### config.mk
export PLATFORM = sky130hd
export DESIGN_NAME = imem_uart_loader_flat
export DESIGN_NICKNAME = d
export VERILOG_FILES = /design/src/rtl/imem_loader_pkg.sv /design/src/rtl/imem_uart_loader_if.sv /design/src/rtl/imem_uart_loader_rx.sv /design/src/rtl/imem_uart_loader.sv /design/src/flat_wrapper.sv
export SDC_FILE = /design/constraint.sdc
export NUM_CORES = 1
export LEC_CHECK = 0
export CAP_MARGIN = 20
export CORE_ASPECT_RATIO = 1.25
export CORE_MARGIN = 2
export CORE_UTILIZATION = 60
export CTS_BUF_LIST = sky130_fd_sc_hd__clkbuf_16
export CTS_CLUSTER_SIZE = 40
export DETAILED_ROUTE_END_ITERATION = 7
export DONT_BUFFER_PORTS = 1
export HOLD_SLACK_MARGIN = 0.02
export PLACE_DENSITY = 0.86
export SLEW_MARGIN = 20
export SYNTH_ARGS = -nofsm -noshare
export SYNTH_HDL_FRONTEND = slang
export SYNTH_SLANG_ARGS = --single-unit
### constraint.sdc
create_clock -name clk -period 5 [get_ports clk]
set_input_delay 1.25 -clock clk [delete_from_list [all_inputs] [get_ports clk]]
set_output_delay 1.25 -clock clk [all_outputs]
set_load 0.005 [all_outputs]
### src/rtl/imem_loader_pkg.sv
// Shared types and frame constants for the UART instruction-memory loader.
// Imported by the receiver, the loader top and the testbench.
package imem_loader_pkg;

  localparam int LEN_BYTES  = 2;
  localparam int WORD_BYTES = 4;
  localparam int LEN_W      = 8 * LEN_BYTES;

  typedef enum logic [2:0] {
    ST_IDLE,
    ST_LEN_LO,
    ST_LEN_HI,
    ST_DATA,
    ST_CHECK,
    ST_DONE,
    ST_ERROR
  } loader_state_t;

  typedef enum logic [1:0] {
    RX_IDLE,
    RX_START,
    RX_DATA,
    RX_STOP
  } rx_state_t;

  // Debug view of both FSMs.
  typedef struct packed {
    loader_state_t loader;
    rx_state_t     rx;
  } dbg_t;

  function automatic int clks_per_bit(input int clk_freq, input int baud);
    return clk_freq / baud;
  endfunction

endpackage

### src/rtl/imem_uart_loader_if.sv
// Instruction-memory write port. The loader drives it as master; imem is the slave.
// Handshake: a word is written on every cycle where we=1; there is no backpressure.
interface imem_uart_loader_if #(
  parameter int ADDR_WIDTH = 8
);
  logic                  we;
  logic [ADDR_WIDTH-1:0] waddr;
  logic [31:0]           wdata;

  modport master (output we, output waddr, output wdata);
  modport slave  (input  we, input  waddr, input  wdata);
endinterface

### src/rtl/imem_uart_loader_rx.sv
// 8N1 UART receiver: 2-flop synchronizer, mid-bit sampling, glitch-filtered start bit.
// Emits a one-cycle start_o on a confirmed start bit, then byte_valid_o or frame_err_o.
module uart_rx
  import imem_loader_pkg::*;
#(
  parameter int CLKS_PER_BIT = 10
) (
  input  logic      clk,
  input  logic      reset,
  input  logic      rx_i,
  output logic [7:0] byte_o,
  output logic      byte_valid_o,
  output logic      frame_err_o,
  output logic      start_o,
  output rx_state_t state_o
);

  localparam int CNT_W = $clog2(CLKS_PER_BIT + 1);
  localparam logic [CNT_W-1:0] HALF = CNT_W'(CLKS_PER_BIT / 2 - 1);
  localparam logic [CNT_W-1:0] FULL = CNT_W'(CLKS_PER_BIT - 1);

  rx_state_t        state_q, state_d;
  logic [1:0]       sync_q;
  logic             prev_q;
  logic [CNT_W-1:0] cnt_q, cnt_d;
  logic [2:0]       bit_q, bit_d;
  logic [7:0]       shift_q, shift_d;
  logic             byte_valid_q, byte_valid_d;
  logic             frame_err_q, frame_err_d;
  logic             start_q, start_d;
  logic             rx_s;

  assign rx_s = sync_q[1];

  always_ff @(posedge clk) begin
    if (!reset) begin
      state_q      <= RX_IDLE;
      sync_q       <= 2'b11;
      prev_q       <= 1'b1;
      cnt_q        <= '0;
      bit_q        <= '0;
      shift_q      <= '0;
      byte_valid_q <= 1'b0;
      frame_err_q  <= 1'b0;
      start_q      <= 1'b0;
    end else begin
      state_q      <= state_d;
      sync_q       <= {sync_q[0], rx_i};
      prev_q       <= rx_s;
      cnt_q        <= cnt_d;
      bit_q        <= bit_d;
      shift_q      <= shift_d;
      byte_valid_q <= byte_valid_d;
      frame_err_q  <= frame_err_d;
      start_q      <= start_d;
    end
  end

  always_comb begin
    state_d      = state_q;
    cnt_d        = cnt_q;
    bit_d        = bit_q;
    shift_d      = shift_q;
    byte_valid_d = 1'b0;
    frame_err_d  = 1'b0;
    start_d      = 1'b0;
    case (state_q)
      RX_IDLE: begin
        if (prev_q && !rx_s) begin
          state_d = RX_START;
          cnt_d   = '0;
        end
      end
      RX_START: begin
        if (cnt_q == HALF) begin
          cnt_d = '0;
          bit_d = '0;
          // A line that is high again at mid-start was only a glitch.
          if (rx_s) begin
            state_d = RX_IDLE;
          end else begin
            state_d = RX_DATA;
            start_d = 1'b1;
          end
        end else begin
          cnt_d = cnt_q + 1'b1;
        end
      end
      RX_DATA: begin
        if (cnt_q == FULL) begin
          cnt_d   = '0;
          shift_d = {rx_s, shift_q[7:1]};
          if (bit_q == 3'd7) state_d = RX_STOP;
          else               bit_d   = bit_q + 1'b1;
        end else begin
          cnt_d = cnt_q + 1'b1;
        end
      end
      RX_STOP: begin
        if (cnt_q == FULL) begin
          cnt_d        = '0;
          state_d      = RX_IDLE;
          byte_valid_d = rx_s;
          frame_err_d  = !rx_s;
        end else begin
          cnt_d = cnt_q + 1'b1;
        end
      end
      default: state_d = RX_IDLE;
    endcase
  end

  assign byte_o       = shift_q;
  assign byte_valid_o = byte_valid_q;
  assign frame_err_o  = frame_err_q;
  assign start_o      = start_q;
  assign state_o      = state_q;

endmodule

### src/rtl/imem_uart_loader.sv
// Loads a length-prefixed, XOR-checked program image from UART into imem and
// keeps the core in reset until the image is complete and verified.
module imem_uart_loader
  import imem_loader_pkg::*;
#(
  parameter int CLK_FREQ   = 50000000,
  parameter int BAUD       = 115200,
  parameter int ADDR_WIDTH = 8
) (
  input  logic                clk,
  input  logic                reset,
  input  logic                rx,
  imem_uart_loader_if.master  imem,
  output logic                cpu_hold,
  output logic                busy,
  output logic                done,
  output logic                err,
  output dbg_t                dbg_o
);

  localparam int CPB = clks_per_bit(CLK_FREQ, BAUD);
  localparam logic [LEN_W:0] CAPACITY = (LEN_W + 1)'(1) << ADDR_WIDTH;

  logic      [7:0] rx_byte;
  logic            rx_valid, rx_ferr, rx_start;
  rx_state_t       rx_state;

  uart_rx #(.CLKS_PER_BIT(CPB)) u_rx (
    .clk          (clk),
    .reset        (reset),
    .rx_i         (rx),
    .byte_o       (rx_byte),
    .byte_valid_o (rx_valid),
    .frame_err_o  (rx_ferr),
    .start_o      (rx_start),
    .state_o      (rx_state)
  );

  loader_state_t         state_q, state_d;
  logic [LEN_W-1:0]      len_q, len_d;
  logic [LEN_W-1:0]      word_cnt_q, word_cnt_d;
  logic [31:0]           data_q, data_d;
  logic [7:0]            chk_q, chk_d;
  logic [1:0]            byte_idx_q, byte_idx_d;
  logic                  wr_pend_q, wr_pend_d;
  logic                  we_q, we_d;
  logic [ADDR_WIDTH-1:0] waddr_q, waddr_d;
  logic [31:0]           wdata_q, wdata_d;
  logic [LEN_W-1:0]      len_new;
  logic                  terminal;

  always_ff @(posedge clk) begin
    if (!reset) begin
      state_q    <= ST_IDLE;
      len_q      <= '0;
      word_cnt_q <= '0;
      data_q     <= '0;
      chk_q      <= '0;
      byte_idx_q <= '0;
      wr_pend_q  <= 1'b0;
      we_q       <= 1'b0;
      waddr_q    <= '0;
      wdata_q    <= '0;
    end else begin
      state_q    <= state_d;
      len_q      <= len_d;
      word_cnt_q <= word_cnt_d;
      data_q     <= data_d;
      chk_q      <= chk_d;
      byte_idx_q <= byte_idx_d;
      wr_pend_q  <= wr_pend_d;
      we_q       <= we_d;
      waddr_q    <= waddr_d;
      wdata_q    <= wdata_d;
    end
  end

  assign len_new  = {rx_byte, len_q[7:0]};
  assign terminal = (state_q == ST_DONE) || (state_q == ST_ERROR);

  always_comb begin
    state_d    = state_q;
    len_d      = len_q;
    word_cnt_d = word_cnt_q;
    data_d     = data_q;
    chk_d      = chk_q;
    byte_idx_d = byte_idx_q;
    wr_pend_d  = 1'b0;
    we_d       = 1'b0;
    waddr_d    = waddr_q;
    wdata_d    = wdata_q;

    // A completed word is written one cycle after its last byte; the word
    // counter is wider than waddr so the final address never wraps.
    if (wr_pend_q) begin
      we_d       = 1'b1;
      waddr_d    = word_cnt_q[ADDR_WIDTH-1:0];
      wdata_d    = data_q;
      word_cnt_d = word_cnt_q + 1'b1;
    end

    if (rx_ferr && !terminal) begin
      state_d = ST_ERROR;
    end else begin
      case (state_q)
        ST_IDLE:   if (rx_start) state_d = ST_LEN_LO;
        ST_LEN_LO: begin
          if (rx_valid) begin
            len_d   = {len_q[LEN_W-1:8], rx_byte};
            state_d = ST_LEN_HI;
          end
        end
        ST_LEN_HI: begin
          if (rx_valid) begin
            len_d = len_new;
            if ({1'b0, len_new} > CAPACITY) state_d = ST_ERROR;
            else if (len_new == '0)         state_d = ST_CHECK;
            else                            state_d = ST_DATA;
          end
        end
        ST_DATA: begin
          if (rx_valid) begin
            data_d     = {rx_byte, data_q[31:8]};
            chk_d      = chk_q ^ rx_byte;
            byte_idx_d = byte_idx_q + 1'b1;
            if (byte_idx_q == 2'(WORD_BYTES - 1)) begin
              wr_pend_d = 1'b1;
              if (word_cnt_q + 1'b1 == len_q) state_d = ST_CHECK;
            end
          end
        end
        ST_CHECK: begin
          if (rx_valid) state_d = (rx_byte == chk_q) ? ST_DONE : ST_ERROR;
        end
        default: state_d = state_q;
      endcase
    end
  end

  assign imem.we    = we_q;
  assign imem.waddr = waddr_q;
  assign imem.wdata = wdata_q;
  assign done       = (state_q == ST_DONE);
  assign err        = (state_q == ST_ERROR);
  assign cpu_hold   = !done;
  assign busy       = !(state_q == ST_IDLE || done || err);
  assign dbg_o      = '{loader: state_q, rx: rx_state};

endmodule

### src/flat_wrapper.sv
// flat-port wrapper written by rule: the top's interface ports become plain ports
module imem_uart_loader_flat import imem_loader_pkg::*;
#(
  parameter int CLK_FREQ   = 50000000,
  parameter int BAUD       = 115200,
  parameter int ADDR_WIDTH = 8
)
  (clk, reset, rx, cpu_hold, busy, done, err, dbg_o, imem_we, imem_waddr, imem_wdata);
  imem_uart_loader_if #(.ADDR_WIDTH(ADDR_WIDTH)) imem_i ();
  input  logic clk;
  input  logic reset;
  input  logic rx;
  output logic cpu_hold;
  output logic busy;
  output logic done;
  output logic err;
  output dbg_t dbg_o;
  output wire logic [$bits(imem_i.we)-1:0] imem_we;
  output wire logic [$bits(imem_i.waddr)-1:0] imem_waddr;
  output wire logic [$bits(imem_i.wdata)-1:0] imem_wdata;
  assign imem_we = imem_i.we;
  assign imem_waddr = imem_i.waddr;
  assign imem_wdata = imem_i.wdata;
  imem_uart_loader #(.CLK_FREQ(CLK_FREQ), .BAUD(BAUD), .ADDR_WIDTH(ADDR_WIDTH)) u_core (.clk(clk), .reset(reset), .rx(rx), .imem(imem_i), .cpu_hold(cpu_hold), .busy(busy), .done(done), .err(err), .dbg_o(dbg_o));
endmodule
==> results_dict.tcl <==
set metrics [dict create \
    htree_levels 4 \
    worstSetupEndpointType "output port" \
    hold_violations 0 \
    overflow 0 \
    drv_slew 0 \
    synthesis.yosys.warnings 0 \
    cts_buffer_depth 2 \
    synth-xor-area-share_pct 7.692 \
    holdBufCountCts 0 \
    synth-edff-count 0 \
    drt_iter0_drc 333 \
    chipWidth_um 98.64 \
    vias_per_cell 5.817 \
    hp-class "reg -> reg" \
    start_kind "flip-flop" \
    p_int_w 0.001885 \
    ys_ff_latch 147 \
    yosysTopAreaCell "dfxtp_1" \
    pre_cts_ws_ns 2.311 \
    drc 0 \
    insertion_delay_ns 0.41 \
    yosysTopAreaCellShare_pct 43.81 \
    crit_fanout 18 \
    tightest_slew_ns 0.8074 \
    fmax_mhz 319.3 \
    die-area_um2 12060 \
    place.detailed.hpwl_um 9086 \
    final_util_pct 65.50 \
    setup_violations 0 \
    antenna_left 0 \
    fin_skew_ns 0.005729 \
    critPathRequiredTime_ns 3.75 \
    rsz0062_at_grt "false" \
    drv_cap 0 \
    port_buffers 0 \
    ir_drop_v 0.0002482 \
    status "finished clean" \
    grt_usage_pct 23.27 \
    firstDrtPassIters 5 \
    synth_nets 745 \
    yosys.cell_count.top_type "dfxtp_1" \
    synth_ff_type "dfxtp_1" \
    ys_types 60 \
    fillerInstances 819 \
    vias 4956 \
    root_buffer "clkbuf_16" \
    grt_pass1_wl_um 22620 \
    synth_compound_area_share_pct 10.04 \
    setup_ws_ns 1.868 \
    drive_above_1_share_pct 6.416 \
    power_frac_comb_pct 2.8 \
    clock-sinks 147 \
    grt_start_max_net_pins 145 \
    synth_seq_area_share_pct 43.81 \
    synth_common_cells "dfxtp_1, nand2_1, nor2b_1" \
    power_leakage_nw 2.570 \
    switching_power_w 0.0005267 \
    final_cells 852 \
    clkTransAtPathRegs_ns 0.06 \
    synth_area_leaders "dfxtp_1, mux2i_1, nor2b_1, nand2_1, xnor2_1" \
    p_per_area_nw_per_um2 333.9 \
    p_clk_share_pct 47.9 \
    fin_crit_sh_pct 62.65 \
    die_h_um 122.3 \
    synthAdderAreaFrac_pct 1.304 \
    multi_input_area_um2 3476 \
    seqPwrFrac_pct 49.3 \
    syn2layout_area_growth_pct 7.543 \
    diodes 0 \
    critPathKind "reg -> out" \
    gp_congestion 0.8473 \
    arrival_ns 1.88 \
    core-area_um2 11030 \
    async_flop_share_pct 0 \
    grt_antenna_before_repair 0 \
    layout_min_cycle_time_ns 3.132 \
    start_util_pct 60.91 \
    cts_tree "yes" \
    syn_area_per_cell_um2 9.140 \
    io_pins 53 \
    rows 43 \
    post_drt_wl_per_cell_um 16.17 \
    drt_wl_total_um 13780 \
    grt_pass1_vias 4765 \
    cts_buffers 17 \
    syn_inst 735 \
    cts_resized 0 \
    synth_top_family_by_area "simple AND/OR/NAND/NOR gates" \
    muxShareOfSynthArea_pct 8.940 \
    place_inst 821 \
    regArea_um2 2944 \
    swShare_pct 21.83 \
    finalSetupTns_ns 0 \
    cts_setup_buffers 0 \
    synth-simple-area-share_pct 23.67 \
    syn_area_um2 6718 \
    fin_nets 715 \
    maxSlewHeadroom_pct 46.17 \
    fin_total_pwr_w 0.002412 \
]
-- path summary, 6_finish.rpt --
path / start / to / slack [ns] / cells after the start
setup reg to reg: u_core.word_cnt_q[0]$_SDFFE_PN0P_ / u_core.state_q[2]$_SDFFE_PN0P_ / 2.32 / 8
setup / recovery: u_core.state_q[0]$_SDFFE_PP0P_ / busy / 1.87 / 4
hold reg to reg: u_core.u_rx.sync_q[0]$_SDFF_PN1_ / u_core.u_rx.sync_q[1]$_SDFF_PN1_ / 0.42 / 1
hold / removal: u_core.u_rx.sync_q[0]$_SDFF_PN1_ / u_core.u_rx.sync_q[1]$_SDFF_PN1_ / 0.42 / 1
-- power by group through the flow --
stage / Combinational, W / Clock [W] / Sequential [W]
floorplan: 0.0000713 / 0 / 0.00121
global placement: 0.0000632 / 0 / 0.00121
finish: 0.0000676 / 0.00116 / 0.00119
detailed placement: 0.0000677 / 0 / 0.00121
CTS: 0.0000676 / 0.00117 / 0.00119
global route: 0.0000741 / 0.00123 / 0.00119
-- area by class of cell --
class / count / area share, %
Clock buffer: 17 / 5.888
Clock inverter: 14 / 1.593
Inverter: 14 / 0.7274
Multi-Input combinational cell: 522 / 48.11
Sequential cell: 147 / 40.75
Tap cell: 135 / 2.338
Timing Repair Buffer: 3 / 0.5888
-- cell families (layout without fill, tap and decap cells) --
group | Yosys count | in the layout
AOI/OAI and AO/OA | 97 | 97
xor gates and xnor gates | 59 | 59
adders and majority gates | 7 | 7
buffers and inverters | 66 | 48
DFF | 147 | 147
muxes | 60 | 60
and+or+nand+nor | 299 | 299
-- per-layer routing --
metal	wire length (um)	track usage, %	vias to the layer above
li1	-	-	2412
met1	5665	26.22	2379
met2	7156	40.39	135
met3	614	6.549	30
met4	343	11.56	0
met5	0	0	-
-- metrics by stage --
stage               hold slack [ns]  instance area [um^2]
floorplan                    0.3863                  6718
global placement             0.3978                  6656
detailed placement           0.4089                  6684
CTS                          0.4227                  7224
global route                 0.4423                  7224
finish                       0.4226                  7224
-- critical path: stages, from the launching register on --
cell     delay, ns
dfxtp_1       0.72
inv_1         0.22
nand2_1       0.16
nor2_1        0.10
a21oi_1       0.27
-- cell usage in the layout, fill, tap and decap left out, types with 3 or more instances in the layout --
master      netlist  routed
a21boi_0         40      40
a21boi_1          4       4
a21oi_1          15      15
and2_1           20      20
and3_1            5       5
clkbuf_16         0      17
clkinvlp_4        0       5
dfxtp_1         147     146
ha_1              7       7
inv_1            14      15
mux2i_1          60      60
nand2_1          98      98
nand2b_1          5       5
nand3_1          25      25
nand4_1          15      15
nor2_1           24      24
nor2b_1          70      70
nor3_1           10      10
nor3b_1           3       3
nor4_1            5       5
o21ai_0          17      17
or3_1             3       3
xnor2_1          36      36
xor2_1           23      23
-- flip-flops by register name, indices dropped and copies added (netlist names), 2 cells and up, named ones only --
signal              flops
u_core.byte_idx_q       2
u_core.u_rx.cnt_q       9
u_core.len_q           16
u_core.imem.waddr       8
u_core.u_rx.byte_o      8
u_core.u_rx.sync_q      2
u_core.chk_q            8
u_core.u_rx.bit_q       3
u_core.state_q          3
u_core.word_cnt_q      16
u_core.imem.wdata      32
u_core.data_q          32
No activity file was read; power rests on OpenSTA's default activity.
